<file path="src/rtl/router_rx_nsyn.sv">
// Nibble-parallel serial receiver: deserializes one 128-bit frame (start, data symbols LSB-first, stop) into a bus-readable holding register.
// Latency: 2-flop input synchronizer; for 4 lanes x 4 clocks/symbol the frame lands in dat_o on the edge 136 cycles after rxd first goes low.
// Backpressure: cts (registered ~full) throttles the transmitter; a good frame that arrives while full is dropped and flagged as overrun.
module router_rx_nsyn #(
    parameter int pBitsParallel = 4,
    parameter int pClkMult      = 4
) (
    input  logic                     clk_i,
    input  logic                     rst_i,
    input  logic                     cs_i,
    input  logic                     cyc_i,
    input  logic                     stb_i,
    output logic                     ack_o,
    input  logic                     we_i,
    output logic [127:0]             dat_o,
    input  logic [pBitsParallel-1:0] rxd,
    output logic                     cts,
    output logic                     full,
    output logic                     frame_err,
    output logic                     overrun
);

    localparam int NSYM = 128 / pBitsParallel;
    localparam int CW   = (pClkMult > 1) ? $clog2(pClkMult) : 1;
    localparam int SW   = (NSYM > 1) ? $clog2(NSYM) : 1;

    localparam logic [CW-1:0] CTR_HALF = CW'(pClkMult / 2 - 1);
    localparam logic [CW-1:0] CTR_LAST = CW'(pClkMult - 1);
    localparam logic [SW-1:0] SC_LAST  = SW'(NSYM - 1);

    localparam logic [1:0] ST_IDLE  = 2'd0;
    localparam logic [1:0] ST_START = 2'd1;
    localparam logic [1:0] ST_DATA  = 2'd2;
    localparam logic [1:0] ST_STOP  = 2'd3;

    logic [pBitsParallel-1:0] sync1_q;
    logic [pBitsParallel-1:0] rxd_s_q;

    logic [1:0]    state_q, state_d;
    logic [CW-1:0] ctr_q, ctr_d;
    logic [SW-1:0] sc_q, sc_d;
    logic [127:0]  shreg_q, shreg_d;
    logic [127:0]  dat_q, dat_d;
    logic          full_q, full_d;
    logic          ferr_q, ferr_d;
    logic          ovr_q, ovr_d;
    logic          cts_q;

    logic all_zero;
    logic all_one;
    logic bus_rd;
    logic stop_ok;
    logic stop_bad;

    assign all_zero = ~|rxd_s_q;
    assign all_one  = &rxd_s_q;
    assign ack_o    = cyc_i & stb_i & cs_i;
    assign bus_rd   = ack_o & ~we_i;

    // Two-flop synchronizer; idles high so a reset line never looks like a start symbol.
    always_ff @(posedge clk_i or posedge rst_i) begin
        if (rst_i) begin
            sync1_q <= '1;
            rxd_s_q <= '1;
        end else begin
            sync1_q <= rxd;
            rxd_s_q <= sync1_q;
        end
    end

    // Symbol framing: detect start, qualify it mid-symbol, sample data at symbol end, check stop.
    always_comb begin
        state_d  = state_q;
        ctr_d    = ctr_q;
        sc_d     = sc_q;
        shreg_d  = shreg_q;
        stop_ok  = 1'b0;
        stop_bad = 1'b0;
        case (state_q)
            ST_IDLE: begin
                if (all_zero) begin
                    state_d = ST_START;
                    ctr_d   = '0;
                end
            end
            ST_START: begin
                if (ctr_q == CTR_HALF) begin
                    // A start that is no longer low at mid-symbol was a glitch.
                    if (all_zero) begin
                        state_d = ST_DATA;
                        ctr_d   = '0;
                        sc_d    = '0;
                    end else begin
                        state_d = ST_IDLE;
                    end
                end else begin
                    ctr_d = ctr_q + CW'(1);
                end
            end
            ST_DATA: begin
                if (ctr_q == CTR_LAST) begin
                    shreg_d = {rxd_s_q, shreg_q[127:pBitsParallel]};
                    ctr_d   = '0;
                    sc_d    = sc_q + SW'(1);
                    if (sc_q == SC_LAST) begin
                        state_d = ST_STOP;
                    end
                end else begin
                    ctr_d = ctr_q + CW'(1);
                end
            end
            ST_STOP: begin
                if (ctr_q == CTR_LAST) begin
                    state_d  = ST_IDLE;
                    ctr_d    = '0;
                    stop_ok  = all_one;
                    stop_bad = ~all_one;
                end else begin
                    ctr_d = ctr_q + CW'(1);
                end
            end
            default: begin
                state_d = ST_IDLE;
                ctr_d   = '0;
            end
        endcase
    end

    // Holding register and status: a read clears, but a delivery or error on the same edge wins.
    always_comb begin
        dat_d  = dat_q;
        full_d = full_q;
        ferr_d = ferr_q;
        ovr_d  = ovr_q;
        if (bus_rd) begin
            full_d = 1'b0;
            ferr_d = 1'b0;
            ovr_d  = 1'b0;
        end
        if (stop_ok) begin
            if (~full_q | bus_rd) begin
                dat_d  = shreg_q;
                full_d = 1'b1;
            end else begin
                ovr_d = 1'b1;
            end
        end
        if (stop_bad) begin
            ferr_d = 1'b1;
        end
    end

    // State, counters and shift register.
    always_ff @(posedge clk_i or posedge rst_i) begin
        if (rst_i) begin
            state_q <= ST_IDLE;
            ctr_q   <= '0;
            sc_q    <= '0;
            shreg_q <= '1;
        end else begin
            state_q <= state_d;
            ctr_q   <= ctr_d;
            sc_q    <= sc_d;
            shreg_q <= shreg_d;
        end
    end

    // Bus-visible registers; cts follows full one cycle late, so a frame in flight is never cut off.
    always_ff @(posedge clk_i or posedge rst_i) begin
        if (rst_i) begin
            dat_q  <= '0;
            full_q <= 1'b0;
            ferr_q <= 1'b0;
            ovr_q  <= 1'b0;
            cts_q  <= 1'b1;
        end else begin
            dat_q  <= dat_d;
            full_q <= full_d;
            ferr_q <= ferr_d;
            ovr_q  <= ovr_d;
            cts_q  <= ~full_q;
        end
    end

    assign dat_o     = dat_q;
    assign full      = full_q;
    assign frame_err = ferr_q;
    assign overrun   = ovr_q;
    assign cts       = cts_q;

endmodule
</file>
<file path="config.mk">
export PLATFORM = sky130hd
export DESIGN_NAME = router_rx_nsyn
export DESIGN_NICKNAME = d
export VERILOG_FILES = /design/src/rtl/router_rx_nsyn.sv
export SDC_FILE = /design/constraint.sdc
export NUM_CORES = 1
export LEC_CHECK = 0
export ABC_AREA = 0
export CAP_MARGIN = 20
export CORE_MARGIN = 2
export CORE_UTILIZATION = 60
export DETAILED_ROUTE_END_ITERATION = 8
export DONT_BUFFER_PORTS = 1
export GPL_TIMING_DRIVEN = 0
export HOLD_SLACK_MARGIN = 0.12
export PLACE_DENSITY_LB_ADDON = 0.15
export SYNTH_ARGS = -nofsm -noshare
export SYNTH_HDL_FRONTEND = slang
export SYNTH_SLANG_ARGS = --single-unit
</file>
<file path="constraint.sdc">
create_clock -name clk_i -period 11.1 [get_ports clk_i]
set_input_delay 2.22 -clock clk_i [delete_from_list [all_inputs] [get_ports clk_i]]
set_output_delay 2.22 -clock clk_i [all_outputs]
set_load 0.01 [all_outputs]
</file>
==> results.txt <==
- No sink is reached through more buffers than the 3 on the longest clock path.
- After synthesis, the netlist uses 36 different library cells.
* Final worst-path cycle share: 41.8%
- Wires add up to 18,200 µm.
- Timing analysis after detailed placement gives a worst setup slack of 6.46 ns.
- The worst setup path is captured at an output port.
- The run finished, with violations left.
* Die Ht: 140 µm
- Violations in the final reports: design-rule violations
- Setup violations remaining at the end of the flow were counted as 0.
* Post-synthesis average cell area: 17.9 µm²
- CTS tree: built
- Core region area: 18,100 µm²
- Register bit total from synthesis: 277
- Cell with the largest stage delay on the worst path: and3_1
- Of the cells placed in the final design, the portion with a size suffix greater than 1 is 67.8%.
- Together, buffers and inverters on the worst path number 0.
* Async set-reset flop share out of synthesis: 100%
* Delay-heaviest family, CP: simple AND/OR/NAND/NOR gates
- Critical path's largest stage delay: 0.20 ns
- Dividing the detail-routed wire length by the instance count gives 20.1 µm.
* Max_slew headroom: 56.3%
* Area growth from synthesis to layout: 11.8%
- Number of DRC violations after detailed routing: 9
- Part of the Yosys area used for sequential elements: 63.9%
- The finished layout holds 903 standard cells, fillers aside.
- During placement, the flow inserted port buffers numbering 0.
- During synthesis, Yosys emitted a total of 0 warnings.
- Via count of the routed design: 5,066
- The number of placed instances, taps included, is 851.
- CTS built an H-tree with a depth of 1.
- At the pin with the least slew margin, the transition time is 0.655 ns.
- Setup crit start kind: input pin
- Clock Skew: 0.0112 ns
* Number of enable-type register cells in the synthesized netlist: 0
- Post-Route Setup TNS: 0 ns
- Once detail routing completed, the nets flagged for antenna violations numbered 0.
- Clk slew on worst S/H paths: 0.05 ns
- Initial cell density of the core: 61.4%
* Area share of the largest cell type after synthesis: 32.4%
- Number of cell rows: 49
* Final Core Density: 68.7%
- Post-CTS repair changed the size of 0 cells.
* Final estimated routing congestion in global placement: 0.729
* RSZ-0062 raised after global routing: false
- Global routing used 19.0% of the available tracks.
- The design draws 2130 µW.
- The die is 140 µm wide.
* First drt pass iteration count: 6
- The number of global-route vias before repair is 5,544.
- The wire-length estimate of the detail-placed layout is 12,100 µm.
- Antenna violations before repair: 0
- Reported leakage power: 0.00572 µW
- In this run the cell area of the synthesized design comes to 11,100 µm².
- Top_reg_cell synth: dfrtp_1
* Ordered cell list for the critical path: and3_1
- Setup WS post-layout: 6.46 ns
* Areal power density over the cells: 171 nW/µm²
- The worst setup path is of the in -> out kind.
- Counting every net in the synthesized netlist gives 635.
- The first routing iteration left 162 violations.
* Most instantiated cells after synthesis: dfrtp_1 (140), dfstp_2 (137), mux2_2 (137), mux2_4 (100), mux2_1 (20)
- Dominant cell type by area after synthesis: dfstp_2
- The worst-case IR drop observed on VDD is 126 µV.
- Synthesis handed over a netlist of 620 instances.
* Final number of max-transition violations: 0
- Buffers added to address setup during post-CTS repair amount to 0.
- Boundary pin count: 143
- Detailed-route vias per instance: 5.61
- TritonCTS created 28 clock buffers.
- Maximum number of pins on one net before global-route repair: 129
- Data on the critical path is required at its endpoint by 8.88 ns.
* Worst hold path class: reg -> reg
- The final hold violation count was 0.
- Worst EP arrival: 2.42 ns
* Clock Tree Root: clkbuf_16
- Number of antenna repair diodes: 0
- Buffers inserted to repair hold after CTS numbered 0.
* Total overflow reported by the global router: 0
* Clock period minus final worst setup slack: 4.64 ns
- Crit path max fanout: 2
- Most frequent cell after synthesis: dfrtp_1
- Number of violations of the max-capacitance limit: 0
* Wire length of the first global-routing pass: 30,300 µm
- Layout net count: 667
- Based on the critical path, the design can be clocked at up to 216 MHz.
- Clock latency on the worst-skew pair: 0.52 ns
- For this design, the sink count on the clock tree is 277.
* Cells taking the most area after synthesis: dfstp_2 (32%), dfrtp_1 (32%), mux2_2 (14%), mux2_4 (14%), mux2_1 (2.0%)
* Full die area: 19,600 µm²
==> area by class of cell <==
cell class	count	area [µm²]
clock inverter	8	118
inverter	7	33.8
timing repair buffer	2	55.1
clock buffer	44	842
fill	1169	5670
tap	229	287
multi-input combinational	305	3640
sequential	277	7100
buffer	31	338
==> power by group <==
group	internal, µW	switching (µW)	leakage, µW
logic	45.1	60.3	0.00189
registers	1050	21.4	0.00337
clock network	588	364	0.000469
total	1680	446	0.00572
==> kinds of logic after synthesis <==
group,share of synthesized area (%)
flip-flops,63.9
adder cells (fa/ha/maj),0.563
AO/OA/AOI/OAI,1.06
multiplexers,29.6
buffers and inverters,3.28
AND/OR/NAND/NOR,1.53
==> stage by stage <==
stage                     hold WS (ns)  instance area [µm²]
after floorplan                  0.345                11100
after global placement           0.347                11400
after detailed placement         0.347                11500
after CTS                        0.355                12400
after global routing             0.358                12400
final                            0.354                12400
==> layer usage <==
layer | vias up | routed length (µm) | track usage, %
met5 | - | 0 | 0
met4 | 0 | 493 | 5.64
met3 | 35 | 1160 | 5.47
met2 | 123 | 8840 | 31.7
met1 | 2646 | 7660 | 24.6
li1 | 2262 | - | -
==> sequential cells by signal, summed over array words and instances, names as in the netlist, named ones only <==
| signal | cells |
|---|---|
| rxd_s_q | 4 |
| full | 1 |
| sc_q | 5 |
| sync1_q | 4 |
| frame_err | 1 |
| ctr_q | 2 |
| cts | 1 |
| dat_o | 128 |
| state_q | 1 |
| overrun | 1 |
| shreg_q | 128 |
==> placed cells by master, fill, tap and decap left out, types with 2 or more instances in the layout <==
cell,count
clkbuf_16,29
and3_1,2
buf_12,11
mux2_1,20
o21ai_0,5
clkbuf_1,9
inv_1,6
o311ai_0,2
ha_1,5
mux2_4,100
clkbuf_8,6
buf_2,16
o22ai_1,2
nand2b_1,2
buf_6,3
dfstp_2,137
clkinv_2,4
mux2_2,137
dfrtp_1,140
a21oi_1,2
nand2_1,9
bufinv_16,3
buf_16,2
nor3_1,2
==> final timing paths <==
check / from / to / slack (ns) / cells past startpoint
min in group asynchronous: rst_i / dat_o[4] / 1.49 / 1
worst min-delay path: sync1_q[0] / rxd_s_q[0] / 0.35 / 0
max in group asynchronous: rst_i / dat_o[122] / 8.74 / 2
worst min register to register: sync1_q[0] / rxd_s_q[0] / 0.35 / 0
worst max-delay path: cs_i / ack_o / 6.46 / 1
worst max register to register: ctr_q[0] / dat_o[126] / 9.00 / 6
Note: power is estimated with default switching activity, not from simulation.
